File: src/rtl/store_buffer.sv
// -----------------------------------------------------------------------------
// store_buffer -- posted-write buffer in front of the single-port data memory.
//
// Stores from the core are queued in a small circular FIFO of {addr, data} and
// drained into memory one per cycle whenever the memory port is not taken by a
// load. Loads go straight to memory; when a buffered entry holds the same
// address the youngest such entry is forwarded so the core never sees stale
// data.
//
// Optional feature (macro SB_FWD_EN):
//   defined   : loads that hit a buffered address are forwarded (LdHit=1).
//   undefined : no compare-select path, LdHit=0. A load that hits a buffered
//               address is stalled and the port drains until no hit remains.
//
// Ports:
//   clk, rst_n        rising-edge clock, synchronous active-low reset
//   Ewr, Erd, Addr,   core store / load request, address, store data
//   RDir
//   Stall             request not accepted this cycle (core holds it)
//   LdData, LdHit     combinational load result, forwarded-from-buffer flag
//   Full, Empty       registered occupancy flags
//   MemEwr, MemErd,   data memory write / read enables, address, write data
//   MemAddr, MemRDir
//   MemMOut           combinational read data from data memory
// -----------------------------------------------------------------------------

// One buffer slot: holds an {addr, data} pair and compares its address
// against the current load address.
module store_buffer_entry #(
  parameter int AW = 32,
  parameter int DW = 32
) (
  input  logic          clk,
  input  logic          we,
  input  logic [AW-1:0] wr_addr,
  input  logic [DW-1:0] wr_data,
  input  logic [AW-1:0] cmp_addr,
  output logic [AW-1:0] ent_addr,
  output logic [DW-1:0] ent_data,
  output logic          match
);
  logic [AW-1:0] addr_d, addr_q;
  logic [DW-1:0] data_d, data_q;

  always_comb begin
    addr_d = addr_q;
    data_d = data_q;
    if (we) begin
      addr_d = wr_addr;
      data_d = wr_data;
    end
  end

  // Slot contents need no reset: validity is tracked by head/count.
  always_ff @(posedge clk) begin
    addr_q <= addr_d;
    data_q <= data_d;
  end

  assign ent_addr = addr_q;
  assign ent_data = data_q;
  assign match    = (addr_q == cmp_addr);
endmodule

module store_buffer #(
  parameter int DEPTH = 4,
  parameter int AW    = 32,
  parameter int DW    = 32
) (
  input  logic          clk,
  input  logic          rst_n,
  input  logic          Ewr,
  input  logic          Erd,
  input  logic [AW-1:0] Addr,
  input  logic [DW-1:0] RDir,
  output logic          Stall,
  output logic [DW-1:0] LdData,
  output logic          LdHit,
  output logic          Full,
  output logic          Empty,
  output logic          MemEwr,
  output logic          MemErd,
  output logic [AW-1:0] MemAddr,
  output logic [DW-1:0] MemRDir,
  input  logic [DW-1:0] MemMOut
);
  localparam int         PW      = $clog2(DEPTH);
  localparam logic [PW:0] DEPTH_C = (PW+1)'(DEPTH);

  typedef enum logic [1:0] {M_IDLE, M_LOAD, M_DRAIN, M_FORCE} mode_e;

  logic [PW-1:0] head_d, head_q, tail_d, tail_q;
  logic [PW:0]   count_d, count_q;

  logic [DEPTH-1:0][AW-1:0] ent_addr;
  logic [DEPTH-1:0][DW-1:0] ent_data;
  logic [DEPTH-1:0]         ent_we, ent_match, ent_vld;

  logic  full, empty, push, pop;
  mode_e mode;

  assign full  = (count_q == DEPTH_C);
  assign empty = (count_q == '0);

  for (genvar g = 0; g < DEPTH; g++) begin : g_ent
    // Slot g is live when its distance from head is below the count.
    assign ent_vld[g] = {1'b0, PW'(g) - head_q} < count_q;
    assign ent_we[g]  = push && (tail_q == PW'(g));

    store_buffer_entry #(.AW(AW), .DW(DW)) u_ent (
      .clk      (clk),
      .we       (ent_we[g]),
      .wr_addr  (Addr),
      .wr_data  (RDir),
      .cmp_addr (Addr),
      .ent_addr (ent_addr[g]),
      .ent_data (ent_data[g]),
      .match    (ent_match[g])
    );
  end

`ifdef SB_FWD_EN
  logic          fwd_hit;
  logic [DW-1:0] fwd_data;

  // Walk oldest to youngest so the last live match (closest to tail) wins.
  always_comb begin
    logic [PW-1:0] idx;
    idx      = head_q;
    fwd_hit  = 1'b0;
    fwd_data = '0;
    for (int k = 0; k < DEPTH; k++) begin
      idx = head_q + PW'(k);
      if (ent_vld[idx] && ent_match[idx]) begin
        fwd_hit  = 1'b1;
        fwd_data = ent_data[idx];
      end
    end
  end
`else
  logic ld_conflict;
  assign ld_conflict = |(ent_vld & ent_match);
`endif

  // Port arbitration and outputs.
  always_comb begin
    mode    = M_IDLE;
    Stall   = 1'b0;
    MemEwr  = 1'b0;
    MemErd  = 1'b0;
    MemAddr = Addr;
    MemRDir = '0;
    LdData  = '0;
    LdHit   = 1'b0;
    Full    = full;
    Empty   = empty;

    if (!rst_n) begin
      Stall = 1'b1;
      Full  = 1'b0;
      Empty = 1'b1;
    end else if (Ewr && Erd) begin
      // Illegal combined request: reject both and keep the port quiet.
      Stall = 1'b1;
    end else if (full) begin
      mode  = M_FORCE;
      Stall = Ewr | Erd;
    end else if (Erd) begin
`ifdef SB_FWD_EN
      mode = M_LOAD;
`else
      // Without forwarding, a load must wait until its address has drained.
      if (ld_conflict) begin
        mode  = M_DRAIN;
        Stall = 1'b1;
      end else begin
        mode = M_LOAD;
      end
`endif
    end else if (!empty) begin
      mode = M_DRAIN;
    end

    case (mode)
      M_LOAD: begin
        MemErd = 1'b1;
`ifdef SB_FWD_EN
        LdHit  = fwd_hit;
        LdData = fwd_hit ? fwd_data : MemMOut;
`else
        LdData = MemMOut;
`endif
      end
      M_DRAIN, M_FORCE: begin
        MemEwr  = 1'b1;
        MemAddr = ent_addr[head_q];
        MemRDir = ent_data[head_q];
      end
      default: ;
    endcase
  end

  assign push = rst_n && Ewr && !Erd && !full;
  assign pop  = MemEwr;

  always_comb begin
    head_d  = pop  ? head_q + PW'(1) : head_q;
    tail_d  = push ? tail_q + PW'(1) : tail_q;
    count_d = count_q;
    case ({push, pop})
      2'b10:   count_d = count_q + (PW+1)'(1);
      2'b01:   count_d = count_q - (PW+1)'(1);
      default: count_d = count_q;
    endcase
  end

  always_ff @(posedge clk) begin
    if (!rst_n) begin
      head_q  <= '0;
      tail_q  <= '0;
      count_q <= '0;
    end else begin
      head_q  <= head_d;
      tail_q  <= tail_d;
      count_q <= count_d;
    end
  end
endmodule

File: config.mk
export PLATFORM = sky130hd
export DESIGN_NAME = store_buffer
export DESIGN_NICKNAME = d
export VERILOG_FILES = /design/src/rtl/store_buffer.sv
export SDC_FILE = /design/constraint.sdc
export NUM_CORES = 1
export LEC_CHECK = 0
export CORE_ASPECT_RATIO = 1.4
export CORE_MARGIN = 2
export CORE_UTILIZATION = 54
export CTS_CLUSTER_DIAMETER = 30
export CTS_CLUSTER_SIZE = 10
export DETAILED_ROUTE_END_ITERATION = 12
export GPL_TIMING_DRIVEN = 0
export PLACE_DENSITY = 0.81
export SLEW_MARGIN = 10
export SYNTH_ARGS = -nofsm -noshare
export SYNTH_HDL_FRONTEND = slang
export SYNTH_SLANG_ARGS = --single-unit
export TNS_END_PERCENT = 50
File: constraint.sdc
create_clock -name clk -period 4.8 [get_ports clk]
set_clock_uncertainty 0.2 [all_clocks]
set_input_delay 0.96 -clock clk [delete_from_list [all_inputs] [get_ports clk]]
set_output_delay 0.96 -clock clk [all_outputs]
set_load 0.01 [all_outputs]
==> impl_summary.md <==
Logic synthesis
The cell count after synthesis came out at 725. Counting flops with a built-in enable in the synthesized netlist gives between 200 and 300. The simple-gate share of the synthesized area is around 6.7%. The synthesized netlist occupies a cell area of roughly 12,000 um2. The async set or reset register ratio after synthesis is 0%. The synthesized design devotes to its leading area cell type approximately 63% of total area.

The number of nets produced by synthesis is 835. The part of the Yosys area used for sequential elements is 64.0%. The distinct cell type count after synthesis is 39.

The mean post-synth cell area is 16.9 um2. The number of synthesized register bits is about 260. The synthesized netlist devotes a little under a tenth of its cell area to XOR and XNOR gates. The synthesized netlist devotes less than 1% of its cell area to compound gates. For this run, the leading register cell type out of synthesis is sky130_fd_sc_hd__edfxtp_1. In the synthesized netlist, mux cells make up between 15 and 20% of the area. The adder-cell share of the synthesized area is under 10%. Ranked by total cell area, the synthesized netlist is headed by sky130_fd_sc_hd__edfxtp_1 63%, sky130_fd_sc_hd__mux4_2 12%, sky130_fd_sc_hd__xor2_1 6.9%.

The Yosys warning count is 0. The main combinational cell family by area after synthesis is multiplexers. The post-synthesis cell type with the largest combined area is sky130_fd_sc_hd__edfxtp_1.

Floorplan
Row generation in the floorplan step produced 65 rows. The floorplan step defined a core boundary enclosing between 20,000 and 25,000 um2. The chip width is ~130 um. The boundary pin count is 202. In this run the vertical extent of the chip is 182 um. The starting density of the core is between 50% and 60%. The die covers around 24,000 um2.

Setup path
The required time of the worst setup path is 3.64 ns. The type of origin of the critical path is an input port. The critical path data arrival time is between 3 and 4 ns. The endpoint kind of the worst setup timing path is an output pin. The number of cells on the worst reg-to-reg path is 18. The worst flop-to-flop path startpoint is head_q[0].

The slack of the worst reg-to-reg path is between 0.6 and 0.7 ns. The critical-path maximum fanout is 6. The endpoint identified for the worst register-to-register timing path is count_q[2]. The kind of critical path is input port to output pin.

Timing
The maximum achievable frequency is between 200 and 250 MHz. The count of final max-slew check failures is 0. In the finished design, the share of the clock period the worst path needs comes to 101%.

The setup violation total in the final timing report is 6. The count of final hold-check violations was 0. The worst slew margin relative to its limit is a little over a quarter. The final critical-path setup slack is -0.0432 ns.

The worst-margin pin slew is around 1.1 ns. Setup repair after global routing could not meet its margin everywhere. The post-route minimum period is 4.84 ns.

Clock tree
Buffers inserted during clock tree synthesis total 39. The clock slew at the register clock pins of the worst setup and hold paths is 0.05 ns. The clock passes through at most 3 buffers. The count of clock tree sinks is between 200 and 300. In this run the clock root is driven by a sky130_fd_sc_hd__clkbuf_16. TritonCTS built the clock tree.

The clock reaches the later pin of the worst-skew pair after between 0.5 and 0.6 ns. The count of hold buffers inserted by post-cts repair is 0. CTS built an H-tree with a depth of 2.

Placed design
Before CTS, the worst setup slack after placement is -0.936 ns. Input and output buffers added on the ports amount to 200. The final estimated routing congestion in global placement is between 0.8 and 0.9. The half-perimeter wire length after placement is 20,200 um. The number of placed cells counting well taps is approximately 1,200.

Cells and area
The final cell utilization of the core is between 70 and 80%. The area growth from synthesis to layout is 36.2%. The fraction of layout cells with a size suffix above 1 is a little over a third.

The net total in the final layout is roughly 1,100. Fill cells in the final layout number between 1,000 and 1,500. After the flow finishes, the layout carries non-filler instances totaling 1,316.

Power and ir drop
In this run the power density over the cells is ~370 nW/um2. The maximum resistive drop on vdd is about 310 uV. The leakage power is 6.01 nW. The design draws slightly above 0.006 W.

Job
The max-capacitance violation count is 0.

Run status
The final reports fail on setup timing. The run finished, with violations left.

Global routing
Entering global routing, the biggest net connects 42 pins. The first global-routing pass estimated between 40,000 and 50,000 um of wire. The number of antenna violations at the first check in global routing came to 1. The number of global-route vias before repair is ~7,800. Across every metal layer, demand over resource in global routing totals between 20% and 30%. The total congestion overflow is 0.

Worst hold path
The path with the worst hold slack has its endpoint at tail_q[1]. The worst hold path was traced through 2 stages. The path type of the worst min-delay path is register to register. The startpoint identified for the worst hold timing path is tail_q[1].

Route
For this run, the detailed router's first-pass iteration total came to 5. The detailed router finished its first iteration with 612 violations. After detailed routing, the average wire length per cell comes to 23.9 um.

In the routed layout, each cell is associated on average with a via count of 5.71. The number of remaining DRC errors is 0. The post-detailed-route count of antenna-violating nets is 0. The routed design has 31,500 um of wire. The number of vias after detailed routing is approximately 7,500.
## power by group
group	total [W]	leakage [nW]	internal [W]	switching, W
Sequential	0.00257	2.37	0.00256	0.0000158
Clock	0.00267	0.598	0.00169	0.000980
Combinational	0.000869	3.05	0.000463	0.000406
## worst max-delay path, cell delays in order
cell	delay (ns)
sky130_fd_sc_hd__buf_2	0.14
sky130_fd_sc_hd__buf_6	0.14
sky130_fd_sc_hd__xor2_1	0.16
sky130_fd_sc_hd__nor4_2	0.42
sky130_fd_sc_hd__nand4_1	0.28
sky130_fd_sc_hd__nor4_2	0.26
sky130_fd_sc_hd__o41a_1	0.31
sky130_fd_sc_hd__o21ai_4	0.13
sky130_fd_sc_hd__buf_8	0.17
sky130_fd_sc_hd__buf_6	0.12
sky130_fd_sc_hd__buf_12	0.13
sky130_fd_sc_hd__mux2_4	0.33
sky130_fd_sc_hd__buf_6	0.13
## through the flow
| stage | hold WS [ns] | area [um2] | setup TNS, ns |
|---|---|---|---|
| 6_report | 0.310 | 16700 | -0.129 |
| 4_1_cts | 0.311 | 16500 | -0.345 |
| 3_3_place_gp | 0.292 | 14600 | -205.47 |
| 3_5_place_dp | 0.305 | 14700 | -77.66 |
| 2_1_floorplan | 0.269 | 12200 | 0 |
| 5_1_grt | 0.338 | 16700 | -1.46 |
## final cells by class
| type | instances | area, um2 | area share [%] |
|---|---|---|---|
| well taps | 301 | 377 | 2.26 |
| flip-flops and latches | 263 | 7830 | 47.0 |
| clock buffers | 47 | 1030 | 6.17 |
| plain buffers | 49 | 462 | 2.77 |
| inverters | 9 | 33.8 | 0.203 |
| multi-input cells | 392 | 4580 | 27.5 |
| clock inverters | 21 | 205 | 1.23 |
| diodes | 1 | 2.50 | 0.0150 |
| repair buffers | 233 | 2140 | 12.8 |
## registers in the layout, indices dropped and copies added, names as in the netlist
signal and cells:
count_q 3, g_ent.u_ent.ent_addr 128, g_ent.u_ent.ent_data 128, head_q 2, tail_q 2
## metal layers
layer / routed length (um) / track usage (%)
met3: 2050 / 5.25
met1: 11400 / 30.9
met5: 0 / 0
met2: 16900 / 48.0
met4: 1080 / 9.17
## layout by cell type, fill, tap and decap left out, types with 3 or more instances in the layout
master / instances
sky130_fd_sc_hd__nand2_1: 9
sky130_fd_sc_hd__and2_1: 35
sky130_fd_sc_hd__buf_2: 19
sky130_fd_sc_hd__nor4_1: 7
sky130_fd_sc_hd__clkbuf_2: 35
sky130_fd_sc_hd__buf_16: 4
sky130_fd_sc_hd__clkbuf_16: 41
sky130_fd_sc_hd__and2_4: 4
sky130_fd_sc_hd__xor2_2: 16
sky130_fd_sc_hd__edfxtp_1: 256
sky130_fd_sc_hd__xor2_1: 76
sky130_fd_sc_hd__clkbuf_1: 20
sky130_fd_sc_hd__inv_1: 8
sky130_fd_sc_hd__nor2b_2: 9
sky130_fd_sc_hd__o211ai_1: 4
sky130_fd_sc_hd__dlymetal6s2s_1: 8
sky130_fd_sc_hd__mux2_4: 18
sky130_fd_sc_hd__clkdlybuf4s15_1: 12
sky130_fd_sc_hd__nor4_2: 16
sky130_fd_sc_hd__buf_12: 6
sky130_fd_sc_hd__xor2_4: 5
sky130_fd_sc_hd__buf_6: 43
sky130_fd_sc_hd__dfxtp_1: 5
sky130_fd_sc_hd__mux4_2: 64
sky130_fd_sc_hd__clkinv_1: 4
sky130_fd_sc_hd__ha_1: 8
sky130_fd_sc_hd__clkinv_2: 7
sky130_fd_sc_hd__clkinvlp_4: 3
sky130_fd_sc_hd__dlygate4sd2_1: 28
sky130_fd_sc_hd__nor2b_1: 24
sky130_fd_sc_hd__clkdlybuf4s50_1: 76
sky130_fd_sc_hd__mux2_2: 14
sky130_fd_sc_hd__nand4_1: 12
sky130_fd_sc_hd__o21ai_0: 5
sky130_fd_sc_hd__buf_4: 28
sky130_fd_sc_hd__xnor2_1: 32
sky130_fd_sc_hd__bufinv_16: 3
sky130_fd_sc_hd__nor4_4: 5
sky130_fd_sc_hd__clkdlybuf4s15_2: 6
sky130_fd_sc_hd__a21oi_1: 3
## logic make-up (layout without fill, tap and decap cells)
family,after synthesis,count (layout)
xor gates and xnor gates,131,131
adders and majority gates,10,10
DFF,263,263
and+or+nand+nor,133,133
other,1,2
AOI/OAI and AO/OA,19,19
buffers and inverters,70,359
muxes,98,98
## synthesized netlist by cell type, types with 6 or more instances
| master | instances |
|---|---|
| sky130_fd_sc_hd__nor2b_1 | 33 |
| sky130_fd_sc_hd__nand4_1 | 12 |
| sky130_fd_sc_hd__buf_2 | 40 |
| sky130_fd_sc_hd__nand2_1 | 9 |
| sky130_fd_sc_hd__mux2_2 | 26 |
| sky130_fd_sc_hd__dfxtp_1 | 7 |
| sky130_fd_sc_hd__xor2_1 | 97 |
| sky130_fd_sc_hd__xnor2_1 | 34 |
| sky130_fd_sc_hd__ha_1 | 9 |
| sky130_fd_sc_hd__o21ai_0 | 6 |
| sky130_fd_sc_hd__mux2_4 | 6 |
| sky130_fd_sc_hd__nor4_1 | 25 |
| sky130_fd_sc_hd__clkbuf_1 | 17 |
| sky130_fd_sc_hd__edfxtp_1 | 256 |
| sky130_fd_sc_hd__and2_1 | 39 |
| sky130_fd_sc_hd__mux4_2 | 64 |
| sky130_fd_sc_hd__inv_1 | 9 |
## worst max-delay path by stage
stage	from	to	slack, ns	cells past startpoint
final	Addr[17]	MemAddr[26]	-0.04	13
after global routing	head_q[0]	MemAddr[26]	-0.12	15
after CTS	head_q[0]	MemAddr[25]	-0.07	15
after detailed placement	head_q[0]	LdData[18]	-0.94	14
after global placement	head_q[1]	LdData[18]	-0.89	13
after floorplan	head_q[0]	MemAddr[25]	0.46	14
## what timing repair did
item / in CTS / in global routing
pin swaps: 22 / 26
setup endpoints to repair: 101 / 88
setup buffers: 14 / 13
cloned: 2 / 0
gates resized for setup: 361 / 154
No activity file was read; power rests on OpenSTA's default activity.
